## src/rtl/mel_filterbank_stream.sv

```systemverilog
// Streaming Mel filterbank: buffers one frame of FFT bins, then produces N_BANDS weighted sums.
// Optional macro MEL_SATURATE_EN selects clamping instead of wrapping on output reduction.
module mel_filterbank_stream #(
  parameter int N_BINS    = 16,
  parameter int N_BANDS   = 13,
  parameter int DW        = 16,
  parameter int CW        = 16,
  parameter int COEF_FRAC = 8,
  parameter int ACC_W     = 40
) (
  input  logic                                 clk,
  input  logic                                 rst,
  input  logic                                 s_valid,
  output logic                                 s_ready,
  input  logic [DW-1:0]                        s_data,
  input  logic                                 s_last,
  output logic                                 m_valid,
  input  logic                                 m_ready,
  output logic [DW-1:0]                        m_data,
  output logic                                 m_last,
  input  logic                                 coef_we,
  input  logic [$clog2(N_BINS*N_BANDS)-1:0]    coef_addr,
  input  logic [CW-1:0]                        coef_wdata,
  output logic                                 busy,
  output logic                                 frame_err
);

  localparam int DEPTH  = N_BINS * N_BANDS;
  localparam int ADDR_W = $clog2(DEPTH);
  localparam int BIN_W  = $clog2(N_BINS);
  localparam int BAND_W = (N_BANDS > 1) ? $clog2(N_BANDS) : 1;
  localparam int PW     = DW + CW;

  localparam logic [BIN_W-1:0]  BIN_LAST  = BIN_W'(N_BINS - 1);
  localparam logic [BAND_W-1:0] BAND_LAST = BAND_W'(N_BANDS - 1);

  typedef enum logic [1:0] {S_LOAD, S_MAC, S_OUT} state_t;

  state_t r_state, w_state_next;

  logic [BIN_W-1:0]         r_bin;
  logic [BAND_W-1:0]        r_band;
  logic signed [ACC_W-1:0]  r_acc;
  logic [DW-1:0]            r_buf  [N_BINS];
  logic [CW-1:0]            r_coef [DEPTH];
  logic [DW-1:0]            r_m_data;
  logic                     r_m_last;
  logic                     r_frame_err;

  logic                     w_in_xfer;
  logic                     w_frame_end;
  logic                     w_bin_last;
  logic                     w_band_last;
  logic [ADDR_W-1:0]        w_caddr;
  logic [DW-1:0]            w_x;
  logic [CW-1:0]            w_c;
  logic signed [PW-1:0]     w_xe;
  logic signed [PW-1:0]     w_ce;
  logic signed [PW-1:0]     w_prod;
  logic signed [PW-1:0]     w_prod_sh;
  logic signed [ACC_W-1:0]  w_prod_ext;
  logic signed [ACC_W-1:0]  w_acc_next;
  logic [DW-1:0]            w_red;

  assign w_in_xfer   = (r_state == S_LOAD) && s_valid;
  assign w_bin_last  = (r_bin == BIN_LAST);
  assign w_band_last = (r_band == BAND_LAST);
  assign w_frame_end = w_in_xfer && (s_last || w_bin_last);

  // Multiply-accumulate datapath for the current (bin, band) pair
  assign w_caddr    = ADDR_W'(r_bin) * ADDR_W'(N_BANDS) + ADDR_W'(r_band);
  assign w_x        = r_buf[r_bin];
  assign w_c        = r_coef[w_caddr];
  assign w_xe       = {{CW{w_x[DW-1]}}, w_x};
  assign w_ce       = {{DW{w_c[CW-1]}}, w_c};
  assign w_prod     = w_xe * w_ce;
  assign w_prod_sh  = w_prod >>> COEF_FRAC;
  assign w_prod_ext = {{(ACC_W-PW){w_prod_sh[PW-1]}}, w_prod_sh};
  assign w_acc_next = r_acc + w_prod_ext;

`ifdef MEL_SATURATE_EN
  localparam logic signed [ACC_W-1:0] SAT_MAX = {{(ACC_W-DW+1){1'b0}}, {(DW-1){1'b1}}};
  localparam logic signed [ACC_W-1:0] SAT_MIN = {{(ACC_W-DW+1){1'b1}}, {(DW-1){1'b0}}};
  always_comb begin
    w_red = w_acc_next[DW-1:0];
    if (w_acc_next > SAT_MAX)
      w_red = SAT_MAX[DW-1:0];
    else if (w_acc_next < SAT_MIN)
      w_red = SAT_MIN[DW-1:0];
  end
`else
  assign w_red = w_acc_next[DW-1:0];
`endif

  always_ff @(posedge clk) begin
    if (rst)
      r_state <= S_LOAD;
    else
      r_state <= w_state_next;
  end

  always_comb begin
    w_state_next = r_state;
    case (r_state)
      S_LOAD: if (w_frame_end) w_state_next = S_MAC;
      S_MAC:  if (w_bin_last)  w_state_next = S_OUT;
      S_OUT:  if (m_ready)     w_state_next = w_band_last ? S_LOAD : S_MAC;
      default:                 w_state_next = S_LOAD;
    endcase
  end

  always_ff @(posedge clk) begin
    if (rst) begin
      r_bin       <= '0;
      r_band      <= '0;
      r_acc       <= '0;
      r_m_data    <= '0;
      r_m_last    <= 1'b0;
      r_frame_err <= 1'b0;
      for (int unsigned i = 0; i < N_BINS; i++) r_buf[i] <= '0;
    end else begin
      r_frame_err <= 1'b0;
      case (r_state)
        S_LOAD: begin
          if (w_in_xfer) begin
            r_buf[r_bin] <= s_data;
            if (w_frame_end) begin
              r_bin       <= '0;
              r_band      <= '0;
              r_acc       <= '0;
              r_frame_err <= w_bin_last && !s_last;
            end else begin
              r_bin <= r_bin + 1'b1;
            end
          end
        end
        S_MAC: begin
          r_acc <= w_acc_next;
          if (w_bin_last) begin
            r_bin    <= '0;
            r_m_data <= w_red;
            r_m_last <= w_band_last;
          end else begin
            r_bin <= r_bin + 1'b1;
          end
        end
        S_OUT: begin
          if (m_ready) begin
            r_acc <= '0;
            r_bin <= '0;
            if (w_band_last) begin
              r_band <= '0;
              for (int unsigned i = 0; i < N_BINS; i++) r_buf[i] <= '0;
            end else begin
              r_band <= r_band + 1'b1;
            end
          end
        end
        default: ;
      endcase
    end
  end

  // Coefficient RAM is deliberately left out of reset
  always_ff @(posedge clk) begin
    if (coef_we && ({1'b0, coef_addr} < (ADDR_W+1)'(DEPTH)))
      r_coef[coef_addr] <= coef_wdata;
  end

  assign s_ready   = (r_state == S_LOAD);
  assign m_valid   = (r_state == S_OUT);
  assign busy      = (r_state != S_LOAD);
  assign m_data    = r_m_data;
  assign m_last    = r_m_last;
  assign frame_err = r_frame_err;

endmodule

```

## config.mk

```make
export PLATFORM = sky130hd
export DESIGN_NAME = mel_filterbank_stream
export DESIGN_NICKNAME = d
export VERILOG_FILES = /design/src/rtl/mel_filterbank_stream.sv
export SDC_FILE = /design/constraint.sdc
export NUM_CORES = 2
export LEC_CHECK = 0
export CORE_MARGIN = 2
export CORE_UTILIZATION = 45
export DETAILED_ROUTE_END_ITERATION = 8
export HOLD_SLACK_MARGIN = 0.02
export PLACE_DENSITY = 0.72
export SLEW_MARGIN = 5
export SYNTH_ARGS = -nofsm -noshare
export SYNTH_HDL_FRONTEND = slang
export SYNTH_SLANG_ARGS = --single-unit
```

## constraint.sdc

```tcl
create_clock -name clk -period 11.15 [get_ports clk]
set_input_delay 1.115 -clock clk [delete_from_list [all_inputs] [get_ports clk]]
set_output_delay 1.115 -clock clk [all_outputs]
set_load 0.005 [all_outputs]
```

Word-level counts from Yosys, hierarchy flattened
Memory sizes are Yosys's and may differ from the RTL's. A register that Yosys moved wholly into a read port is not among the register bits.
Cells that the tools add are included.
- add/subtract/negate cells: 4
- multipliers: 2
- order comparisons: 1
- equal/unequal tests: 8
- mux-type cells: 53
- bitwise operators: 19
- reductions and logical operators: 17
- operators by type and width (cell ; number):
    16-bit two-way mux ; 17
    40-bit two-way mux ; 3
    40-bit case mux with 3 select lines ; 1
    4-bit two-way mux ; 11
    40-bit by 24-bit adder with 40-bit output ; 1
    16-bit by 16-bit multiplier with 32-bit output ; 1
    1-bit OR ; 16
    16-bit OR reduction ; 1
    1-bit two-way mux ; 15
    4-bit case mux with 3 select lines ; 1
    4-bit by 1-bit adder with 4-bit output, second input constant ; 2
    8-bit by 4-bit adder with 8-bit output ; 1
    4-bit equality test, second input constant ; 2
    8-bit < comparator, second input constant ; 1
    4-bit by 4-bit multiplier with 8-bit output, second input constant ; 1
    4-bit case mux with 2 select lines ; 1
    4-bit AND reduction ; 2
    2-bit two-way mux ; 3
    2-bit by 1-bit != test with 1-bit output, second input constant ; 3
    2-bit case mux with 3 select lines ; 1
    3-bit AND reduction ; 2
    1-bit logical AND ; 4
    2-bit nonzero test ; 2
    4-bit OR reduction ; 1
    other kinds (9) ; 11
- register bits after elaboration: 68
- RAM bits: 3584
- bits of input ports: 46
- logic and storage cells: 113
- memories kept: 2
- memories (name ; depth ; width ; read ports ; clocked after Yosys merged registers in ; write ports ; line ; RTL):
    r_coef ; 208 ; 16 ; 1 ; 0 ; 1 ; 45 ; logic [CW-1:0] r_coef [DEPTH];
    r_buf ; 16 ; 16 ; 1 ; 1 ; 16 ; 44 ; logic [DW-1:0] r_buf [N_BINS];

Logic depth before layout (Yosys ltp)
- word-level depth: 8
- depth in mapped cells: 56

Least setup slack after synthesis
OpenSTA, ideal clock, no wires.
- path type: register to register
- start: register r_bin[0]
- end: register r_acc[15]
- data arrival time: 11.816 ns
- data required time: 11.022 ns
- path slack: -0.794 ns
- cell stages (with the launch flop): 56
- path buffers: 8
- cell sequence: dfxtp_1 > inv_1 > ha_1 > ha_1 > fa_1 > ha_1 > buf_2 > a21oi_1 > nand3_1 > nand2_1 > buf_2 > buf_2 > buf_4 > buf_2 > buf_2 > buf_2 > mux4_2 > nand2_1 > (+20 left out) > o21a_1 > nor2_1 > xnor2_1 > ha_1 > a21o_1 > a21oi_1 > o21bai_1 > a21oi_1 > nor2b_1 > o21a_1 > o21ai_0 > a21oi_1 > nor4_1 > o41a_1 > o21ai_0 > xor3_1 > a22oi_1 > nor2_1
- cells in the longest elaborated chain, start to end: 6
- elaborated cells between the ends (all ways): 11
- those cells by class: 2 x add/sub; 2 x mul; 2 x eq/ne; 1 x mux; 3 x reduce/logical; 1 x memory
- ends and longest elaborated chain (what ; line ; RTL):
    start: declaration ; 41 ; logic [BIN_W-1:0] r_bin;
    start signal: assignment ; 133 ; r_bin <= r_bin + 1'b1;
    start signal: assignment ; 144 ; r_bin <= r_bin + 1'b1;
    4-bit by 4-bit multiplier with 8-bit output ; 71 ; assign w_caddr = ADDR_W'(r_bin) * ADDR_W'(N_BANDS) + ADDR_W'(r_band);
    8-bit by 4-bit adder with 8-bit output ; 71 ;
    memory 208 x 16 bit ; -- ;
    16-bit by 16-bit multiplier with 32-bit output ; 76 ; assign w_prod = w_xe * w_ce;
    40-bit by 24-bit adder with 40-bit output ; 79 ; assign w_acc_next = r_acc + w_prod_ext;
    40-bit case mux with 3 select lines ; 123 ; case (r_state)
    end signal: assignment ; 138 ; r_acc <= w_acc_next;
    end: declaration ; 43 ; logic signed [ACC_W-1:0] r_acc;
Parallel ways exist; a longest one is shown, timed or not.
A chain may end at the register's enable or synchronous reset.

Worst setup path after layout
- start: register r_bin[1]
- end: register r_m_data[14], in the netlist m_data[14]
- cells in the longest elaborated chain, start to end: 5
- elaborated cells between the ends (all ways): 7
- those cells by class: 2 x add/sub; 2 x mul; 1 x eq/ne; 1 x reduce/logical; 1 x memory
- ends and longest elaborated chain (what ; line ; RTL):
    4-bit by 4-bit multiplier with 8-bit output ; 71 ;
    8-bit by 4-bit adder with 8-bit output ; 71 ;
    memory 208 x 16 bit ; -- ;
    16-bit by 16-bit multiplier with 32-bit output ; 76 ;
    40-bit by 24-bit adder with 40-bit output ; 79 ;
    end signal: assignment ; 141 ; r_m_data <= w_red;
    end: declaration ; 46 ; logic [DW-1:0] r_m_data;
Parallel ways exist; a longest one is shown, timed or not.

==> reports/metrics.csv <==
metric,value,unit
cts_tree,yes,
track_usage,23.7,%
critPathTopFamily,adder cells,
whs,0.457,ns
ant_nets,0,
p_leak,57.1,nW
avgSynthCellArea,20.4,sq um
cpMaxStageDelayCell,fa_1,
synth_nets,7731,
cts_root_buf,clkbuf_16,
final-hold-violation-count,0,
path_depth,51,
setup_tns,0,ns
yosys.area.top_type,edfxtp_1,
ir_worst_vdd,2160,uV
hold_path_class,flip-flop to flip-flop,
wl_per_cell,31.9,um
drtIter0Drc,12600,
setup_violations,0,
post-place-ws,-0.588,ns
max_stage_delay,0.56,ns
route.detailed.drc,0,
synth-main-ff-cell,edfxtp_1,
postLayoutSetupSlackWorst,0.129,ns
r2r_cells,51,
critPathCaptureType,flip-flop,
synth_edf_count,3584,
ys_types,89,
dr.pass1.iters,8,
rows,212,
place_congestion,0.904,
finalCritPeriodShare,98.8,%
clk-insertion-delay-late,0.96,ns
outcome,"finished, final reports clean",
netlist_instances,7380,
hold_depth,2,
synthArstFlopShare,0,%
antenna_found_initial,22,
vias_per_cell,6.15,
p_total,57.6,mW
path_buf_inv,10,
crit_fanout,8,
die_h,583,um
die_x,583,um
drv_slew,0,
critical_path_arrival,11.91,ns
rsz0062_at_grt,yes,
synth.top_cells.by_count,"edfxtp_1, mux4_2, and2_1, nand2_1, nor2_1",
htreeDepth,5,
io_buffers,66,
grt_first_pass_wirelength,579000,um
ioPinCount,67,
grt.overflow.total,0,
yosysMostFrequentCell,edfxtp_1,
worstPathRequired,12.04,ns
synth_area,151000,sq um
syn2layout_area_growth,15.6,%
path_class,flip-flop to flip-flop,
path_clk_slew,0.06,ns
cts_hold_buf,0,
start_kind,flip-flop,
grt_max_degree,133,
cts.sinks,3632,
fin_skew,0.0544,ns
maxCapViolations,0,
nets,8455,
core_area,334000,sq um
yosys-top-cells-area,"edfxtp_1, mux4_2, fa_1",
synth_top_area_share,71.3,%
ys_ff_latch,3632,
slew_headroom,9.77,%
power.density,330,nW/um^2
postRouteWirelength,408000,um
cpMostUsedCell,a21oi_2,
cts_max_path_buffers,4,
grt_pass1_vias,78600,
period_needed,11.02,ns
dp_hpwl,257000,um
reg2reg_slack,0.13,ns
final_layout_size_suffix_gt1_share,30.0,%
yosysSeqAreaShare,71.9,%
vias,78800,
dieArea,340000,sq um
synth_warnings,0,
cts_buffers,363,
fmax,90.7,MHz
start_util,45.2,%
tightestPinTransition,1.35,ns
==> final timing paths <==
| kind | startpoint | to |
|---|---|---|
| worst max register to register | r_bin[1] | m_data[14] |
| worst max-delay path | r_bin[1] | m_data[14] |
| worst min-delay path | m_data[10] | m_data[10] |
| worst min register to register | m_data[10] | m_data[10] |
==> cells in the final DEF, fill, tap and decap left out, types with 24 or more instances in the layout <==
| master | count |
|---|---|
| a22oi_1 | 24 |
| inv_1 | 270 |
| nand2b_1 | 26 |
| dfxtp_1 | 43 |
| edfxtp_1 | 3584 |
| o21ai_0 | 28 |
| nand3_1 | 41 |
| nand2_1 | 315 |
| nand4_1 | 29 |
| nor2_2 | 103 |
| nor2b_1 | 27 |
| clkdlybuf4s50_1 | 50 |
| mux4_1 | 43 |
| and2_1 | 330 |
| clkbuf_1 | 51 |
| bufinv_16 | 43 |
| ha_1 | 99 |
| and3_1 | 34 |
| nor3_1 | 38 |
| buf_4 | 596 |
| buf_6 | 31 |
| clkbuf_16 | 371 |
| buf_12 | 91 |
| a21oi_1 | 59 |
| a221oi_1 | 31 |
| mux2i_1 | 150 |
| clkinv_1 | 74 |
| nor2_1 | 188 |
| xnor2_1 | 32 |
| fa_1 | 187 |
| clkinv_2 | 80 |
| mux4_2 | 979 |
==> flip-flops by register name (all words and copies together) (netlist names), named ones only <==
name and count:
r_state 2, r_coef 3328, m_data 16, r_bin 4, frame_err 1, r_band 4
r_acc 16, r_buf 256, m_last 1
==> through the flow <==
step / cell area (sq um) / utilization, % / cells
CTS: 173000 / 51.9 / 12700
global placement: 161000 / 48.2 / 12100
detailed placement: 161000 / 48.2 / 12100
global route: 174000 / 52.3 / 12800
finish: 174000 / 52.3 / 12800
floorplan: 151000 / - / 7380
==> tightest hold or removal path, stage by stage, from the launching register on <==
cell and delay (ns):
dfxtp_1 0.31, nand2_1 0.05, a21oi_1 0.05
==> cell families (layout without fill, tap and decap cells) <==
| group | Yosys count | after routing | share of synthesized area [%] |
|---|---|---|---|
| xor+xnor | 52 | 52 | 0.346 |
| buf+inv | 701 | 1729 | 2.45 |
| compound gates | 314 | 314 | 1.50 |
| flops | 3632 | 3632 | 71.9 |
| other cells | 0 | 9 | 0 |
| simple gates | 1200 | 1200 | 3.90 |
| mux | 1176 | 1176 | 16.4 |
| fa+ha+maj | 305 | 305 | 3.47 |
==> timing repair <==
item	CTS	global route
gates resized for setup	36	135
cloned	2	5
endpoints found under the setup margin	12	13
pin swaps	11	81
buffers inserted	9	46
==> power breakdown <==
part	switching [mW]	leakage (nW)	internal [mW]
Combinational	15.5	18.2	14.6
Clock	5.32	5.87	7.07
Sequential	0.0468	32.9	15.1
==> metal layers <==
| layer | GRT usage [%] | routed length, um | vias up |
|---|---|---|---|
| met1 | 33.0 | 153000 | 41500 |
| met2 | 36.8 | 190000 | 5303 |
| li1 | - | - | 31200 |
| met4 | 7.96 | 15000 | 6 |
| met3 | 6.00 | 50300 | 771 |
| met5 | 0 | 42 | - |
==> final cells by class <==
cell class	instances	area, sq um
diodes	9	22.5
clock buffers	417	9350
clock inverters	252	2700
fillers	25200	159000
inverters	280	1060
multi-input cells	3047	39800
flip-flops and latches	3632	109000
well taps	4387	5490
repair buffers	780	7460
Note: power is estimated with default switching activity, not from simulation.
